## config.mk

```make
export PLATFORM = sky130hd
export DESIGN_NAME = led_inv_mix_columns
export DESIGN_NICKNAME = d
export VERILOG_FILES = /design/src/rtl/led_inv_mix_columns.sv
export SDC_FILE = /design/constraint.sdc
export NUM_CORES = 1
export LEC_CHECK = 0
export BUFFER_PORTS_ARGS = -buffer_cell sky130_fd_sc_hd__buf_2
export CORE_MARGIN = 2
export CORE_UTILIZATION = 30
export CTS_CLUSTER_DIAMETER = 30
export DETAILED_ROUTE_END_ITERATION = 7
export GPL_ROUTABILITY_DRIVEN = 0
export PLACE_DENSITY = 0.64
export SETUP_SLACK_MARGIN = 0.2
export SYNTH_ARGS = -nofsm -noshare
export SYNTH_HDL_FRONTEND = slang
export SYNTH_SLANG_ARGS = --single-unit
```

## constraint.sdc

```tcl
create_clock -name clk -period 2.15 [get_ports clk]
set_input_delay 0.43 -clock clk [delete_from_list [all_inputs] [get_ports clk]]
set_output_delay 0.43 -clock clk [all_outputs]
set_load 0.03 [all_outputs]
```

## src/rtl/led_inv_mix_columns.sv

```systemverilog
// Iterative LED MixColumnsSerial for decryption: applies A^-1 four times, all columns in parallel.
// Optional macro LED_INV_MC_FWD_EN adds a mode input selecting the forward step A instead.
module led_inv_mix_columns (
    input  logic        clk,
    input  logic        rst_n,
    input  logic        in_valid,
    output logic        in_ready,
    input  logic [0:63] in_data,
    output logic        out_valid,
    input  logic        out_ready,
    output logic [0:63] out_data,
    output logic        busy
`ifdef LED_INV_MC_FWD_EN
    ,
    input  logic        mode
`endif
);

    // state | meaning
    // IDLE  | waiting for a state to accept, in_ready high
    // RUN   | one matrix step per cycle, cnt counts 0..3
    // DONE  | result held on out_data until out_ready
    typedef enum logic [1:0] {
        IDLE = 2'd0,
        RUN  = 2'd1,
        DONE = 2'd2
    } state_t;

    state_t      state;
    state_t      state_nxt;
    logic [1:0]  cnt;
    logic [0:63] work;
    logic [0:63] step_nxt;
    logic        load;
    logic        step;

    // GF(2^4) multiply by x, reduction polynomial x^4+x+1
    function automatic logic [3:0] xt(input logic [3:0] a);
        return {a[2:0], 1'b0} ^ {2'b00, a[3], a[3]};
    endfunction

    function automatic logic [3:0] mul_d(input logic [3:0] v);
        return xt(xt(xt(v))) ^ xt(xt(v)) ^ v;
    endfunction

    // Nibble k sits at bits [4k : 4k+3]; slicing into [3:0] keeps bit 4k as the MSB.
    function automatic logic [0:63] inv_step(input logic [0:63] s);
        logic [0:63] r;
        logic [3:0]  y0, y1, y2, y3;
        r = s;
        for (int c = 0; c < 4; c++) begin
            y0 = s[4*c      +: 4];
            y1 = s[4*(4+c)  +: 4];
            y2 = s[4*(8+c)  +: 4];
            y3 = s[4*(12+c) +: 4];
            r[4*c      +: 4] = mul_d(y0 ^ xt(y1) ^ xt(y2) ^ y3);
            r[4*(4+c)  +: 4] = y0;
            r[4*(8+c)  +: 4] = y1;
            r[4*(12+c) +: 4] = y2;
        end
        return r;
    endfunction

`ifdef LED_INV_MC_FWD_EN
    logic mode_q;

    function automatic logic [0:63] fwd_step(input logic [0:63] s);
        logic [0:63] r;
        logic [3:0]  x0, x1, x2, x3;
        r = s;
        for (int c = 0; c < 4; c++) begin
            x0 = s[4*c      +: 4];
            x1 = s[4*(4+c)  +: 4];
            x2 = s[4*(8+c)  +: 4];
            x3 = s[4*(12+c) +: 4];
            r[4*c      +: 4] = x1;
            r[4*(4+c)  +: 4] = x2;
            r[4*(8+c)  +: 4] = x3;
            r[4*(12+c) +: 4] = xt(xt(x0)) ^ x1 ^ xt(x2) ^ xt(x3);
        end
        return r;
    endfunction

    always_comb begin
        step_nxt = mode_q ? fwd_step(work) : inv_step(work);
    end
`else
    always_comb begin
        step_nxt = inv_step(work);
    end
`endif

    always_ff @(posedge clk or negedge rst_n) begin
        if (!rst_n) begin
            state <= IDLE;
        end else begin
            state <= state_nxt;
        end
    end

    always_comb begin
        state_nxt = state;
        load      = 1'b0;
        step      = 1'b0;
        unique case (state)
            IDLE: begin
                if (in_valid) begin
                    load      = 1'b1;
                    state_nxt = RUN;
                end
            end
            RUN: begin
                step = 1'b1;
                if (cnt == 2'd3) begin
                    state_nxt = DONE;
                end
            end
            DONE: begin
                if (out_ready) begin
                    state_nxt = IDLE;
                end
            end
            default: state_nxt = IDLE;
        endcase
    end

    always_ff @(posedge clk or negedge rst_n) begin
        if (!rst_n) begin
            cnt  <= 2'd0;
            work <= '0;
`ifdef LED_INV_MC_FWD_EN
            mode_q <= 1'b0;
`endif
        end else if (load) begin
            cnt  <= 2'd0;
            work <= in_data;
`ifdef LED_INV_MC_FWD_EN
            mode_q <= mode;
`endif
        end else if (step) begin
            cnt  <= cnt + 2'd1;
            work <= step_nxt;
        end
    end

    assign in_ready  = (state == IDLE);
    assign out_valid = (state == DONE);
    assign busy      = (state != IDLE);
    assign out_data  = work;

endmodule

```

# --- After elaboration in Yosys (flattened, before gate mapping) ---
# Cells that the tools add are included.
# W data, S select, Z words.
totals:
  wordCells: 65
  mem_count: 0
  inputBits: 68
  mem_bits_rw: 0
  ff_bits: 68
  latch_bits: 0
  rom_bits: 0
classes:
  n_mul: 0
  n_bitwise: 40
  div: 0
  shifts: 0
  order_cmp: 0
  n_addsub: 1
  eq_ne: 6
  mux: 11
  reduce_logical: 4
ops:
  columns: ["cell", "count"]
  rows:
  - ["$mux W64", 2]
  - ["$xor A4 B2 Y4", 20]
  - ["$xor A4 B4 Y4", 20]
  - ["$mux W2", 5]
  - ["$pmux W2 S3", 1]
  - ["$eq A2 B2 Y1 const B", 2]
  - ["$ne A2 B2 Y1 const B", 2]
  - ["$reduce_bool A2 Y1", 2]
  - ["$mux W1", 3]
  - ["$reduce_and A3 Y1", 1]
  - ["$add A2 B1 Y2 const B", 1]
  - ["$eq A2 B1 Y1 const B", 1]
  - ["$logic_not A2 Y1", 1]
  - ["$ne A2 B1 Y1 const B", 1]

# --- Longest topological paths before layout ---
logic_depth:
  ltp_word: 11
  depth_mapped: 7
  mapped_depth_nobuf: 4

# --- Worst setup path after synthesis ---
# OpenSTA, ideal clock, no wires.
synth_path:
  path_type: "register to output"
  start: "register state[0]"
  end: "output busy"
  t_arrival_ns: 1.369
  stages_incl_launch_ff: 4
  path_slack_ns: 0.351
  cell_sequence: "dfrtp_1 > clkbuf_1 > nor2_1 > inv_1"
synth_between:
  elab_chain_len: 1
synth_rtl:
  columns: ["element", "line_no", "source"]
  rows:
  - ["from (decl)", "29", "state_t state;"]
  - ["from (signal assigned)", "97", "state <= state_nxt;"]
  - ["$reduce_bool A2 Y1", "148", "assign busy = (state != IDLE);"]
  - ["to (decl)", "12", "output logic busy"]
# No other way between the ends.

# --- Worst setup path after layout ---
layout_path:
  start: "register state[1]"
  end: "output out_valid"
layout_between:
  elab_chain_len: 1
layout_rtl:
  columns: ["element", "line_no", "source"]
  rows:
  - ["$eq A2 B2 Y1", "147", "assign out_valid = (state == DONE);"]
  - ["to (decl)", "9", "output logic out_valid,"]
# No other way between the ends.

==> out/qor.yml <==
cp_top_family: "flip-flops"
crit_buf_inv: 2
clock_path_buffers: 2
yosysTopAreaCell: "dfrtp_1"
synth_top_family_by_area: "compound AO/OA/AOI/OAI gates"
status: "completed"
vias: 3071
synth_fp_nets: 419
tritoncts: "yes"
totalWireLength_mm: 9.93
cts.sinks: 68
r2r_slack_ps: 440
setup_viol: 0
ys_seq_area_share_pct: 49.8
regArea_mm2: 0.00170
max_slew_margin_pct: 40.2
max_freq_mhz: 536
grt_max_degree: 69
yosys.area_share.simple_pct: 13.5
cts_hold_buf: 0
cts_root_buf: "clkbuf_16"
netlist.area_leader.share_pct: 49.8
synth_area_per_cell_um2: 9.77
multi_input_area_mm2: 0.00164
clk_pin_slew_worst_paths_ps: 50
die-area_mm2: 0.0123
cp_cell_sequence: "inv_1 > nor2_1 > buf_2"
initial_core_util_pct: 31.1
maxCapViolCount: 0
grt_overflow: 0
critPathMaxFanout: 10
grt_pass1_vias: 3171
worst_pin_slew_ps: 897
die_h_um: 111
worst-endpoint-required_ps: 1720
reg2reg_depth: 4
num_io_pins: 135
r2r-start: "out_data[7]"
synthAdderAreaFrac_pct: 0.366
cpMaxStageDelayCell: "dfrtp_2"
max_stage_delay_ps: 510
synth-compound-area-share_pct: 18.4
first_pass_iters: 4
synthTopCellsByArea: "dfrtp_1, a22oi_1, nand2_1"
layout.nets: 549
cts-buffers-inserted: 9
ys_warn_count: 0
hp-class: "in -> async"
muxShareOfSynthArea_pct: 0
post_drt_wl_per_cell_um: 15.9
grt_usage_pct: 16.5
r2r-end: "out_data[7]"
syn-instance-count: 350
rows: 38
timing.final.crit_share_pct: 86.8
via_per_inst: 4.91
synth_xor_area_share_pct: 14.9
crit_arrival_ps: 1440
grt_pass1_wl_mm: 16.2
worstSkewPairLatency_ps: 320
fillers: 1116
antenna_found_initial: 1
synth_seq_cells: 68
drtIter0Drc: 179
startpoint_type: "register"
area_growth_pct: 32.6
crit_type: "reg -> out"
setup.worst_path.end_class: "output pin"
hold_violations: 0
fp.coreArea_mm2: 0.0110
layout_min_cycle_time_ps: 1870
post_cts_buffers: 0
slew_violations: 0
fin_worst_skew_ps: 3.60
layout-drive-gt1-share_pct: 32.9
h-tree-depth: 3
ant_nets: 0
rsz0062_at_grt: "true"
synth_cell_types: 22
port_buffers: 134
drc_errors: 0
setup_tns_ps: 0
syn_area_mm2: 0.00342
dp_hpwl_mm: 6.94
die_w_um: 111
[metrics by stage]
stage	setup slack [ps]	hold slack, ps	utilization (%)	cell area [µm²]	std cells
global route	198	268	41.3	4530	624
finish	284	218	41.3	4530	625
floorplan	351	134	-	3420	350
CTS	225	268	41.2	4530	624
global placement	407	487	38.8	4260	609
detailed placement	371	508	38.8	4260	609
[synthesized netlist by cell type (all sizes together)]
| master | number |
|---|---|
| o22a | 5 |
| dfrtp | 68 |
| nor2b | 6 |
| a21oi | 9 |
| xnor3 | 4 |
| o21bai | 1 |
| nand2b | 1 |
| o22ai | 5 |
| ha | 1 |
| nor3b | 1 |
| clkbuf | 6 |
| o31ai | 1 |
| nand2 | 105 |
| buf | 16 |
| a22oi | 55 |
| xnor2 | 24 |
| xor2 | 24 |
| o21ai | 9 |
| nor2 | 3 |
| inv | 2 |
| o221ai | 4 |
[logic make-up after synthesis]
| group | Yosys count |
|---|---|
| AOI/OAI and AO/OA | 89 |
| buffers and inverters | 24 |
| DFF | 68 |
| adders and majority gates | 1 |
| and+or+nand+nor | 116 |
| xor gates and xnor gates | 52 |
[sequential cells by signal (all words and copies together) (netlist names)]
register,count
cnt,2
out_data,64
state,2
[area by class of cell]
class	count	area share, %
flip-flops and latches	68	37.6
multi-input cells	258	36.1
repair buffers	141	16.3
clock buffers	13	5.74
well taps	140	3.86
clock inverters	2	0.221
inverters	2	0.166
diodes	1	0.0552
[worst max-delay path by stage]
stage          cells after the start           to     start
3_3_place_gp                       5  out_data[4]  in_valid
6_report                           3    out_valid  state[1]
5_1_grt                            3    out_valid  state[1]
4_1_cts                            3     in_ready  state[0]
3_5_place_dp                       5  out_data[1]  in_valid
2_1_floorplan                      3         busy  state[0]
[what timing repair did]
item / in CTS / in global routing
setup endpoints to repair: 1 / 2
hold endpoints to repair: 0 / 0
gates resized for setup: 1 / 1
[routing by layer]
metal,wire (µm),GRT usage (%),up-vias
met5,0,0,-
met3,682,4.81,12
li1,-,-,1478
met1,4500,22.1,1476
met2,4620,25.8,105
met4,128,5.42,0
[cells in the final DEF, fill, tap and decap left out, types with 2 or more instances in the layout]
master	count
clkinv_2	2
clkbuf_8	2
xnor2_1	24
inv_1	2
o22ai_1	5
clkbuf_16	9
clkbuf_1	2
buf_2	133
o221ai_1	4
dfrtp_1	67
a21oi_1	9
a22oi_1	55
nand2_1	105
buf_4	7
nor2b_1	5
o21ai_0	9
o22a_1	5
xor2_1	24
xnor3_1	4
[worst reg2reg max path, stage by stage, from the launching register on]
cell and delay (ps):
dfrtp_1 430, xor2_1 300, xnor3_1 510, xnor2_1 200, o221ai_1 130
Power is left out: the tool's default activity adds up to more than one toggle a clock period on the data nets, which glitch-free logic cannot reach.
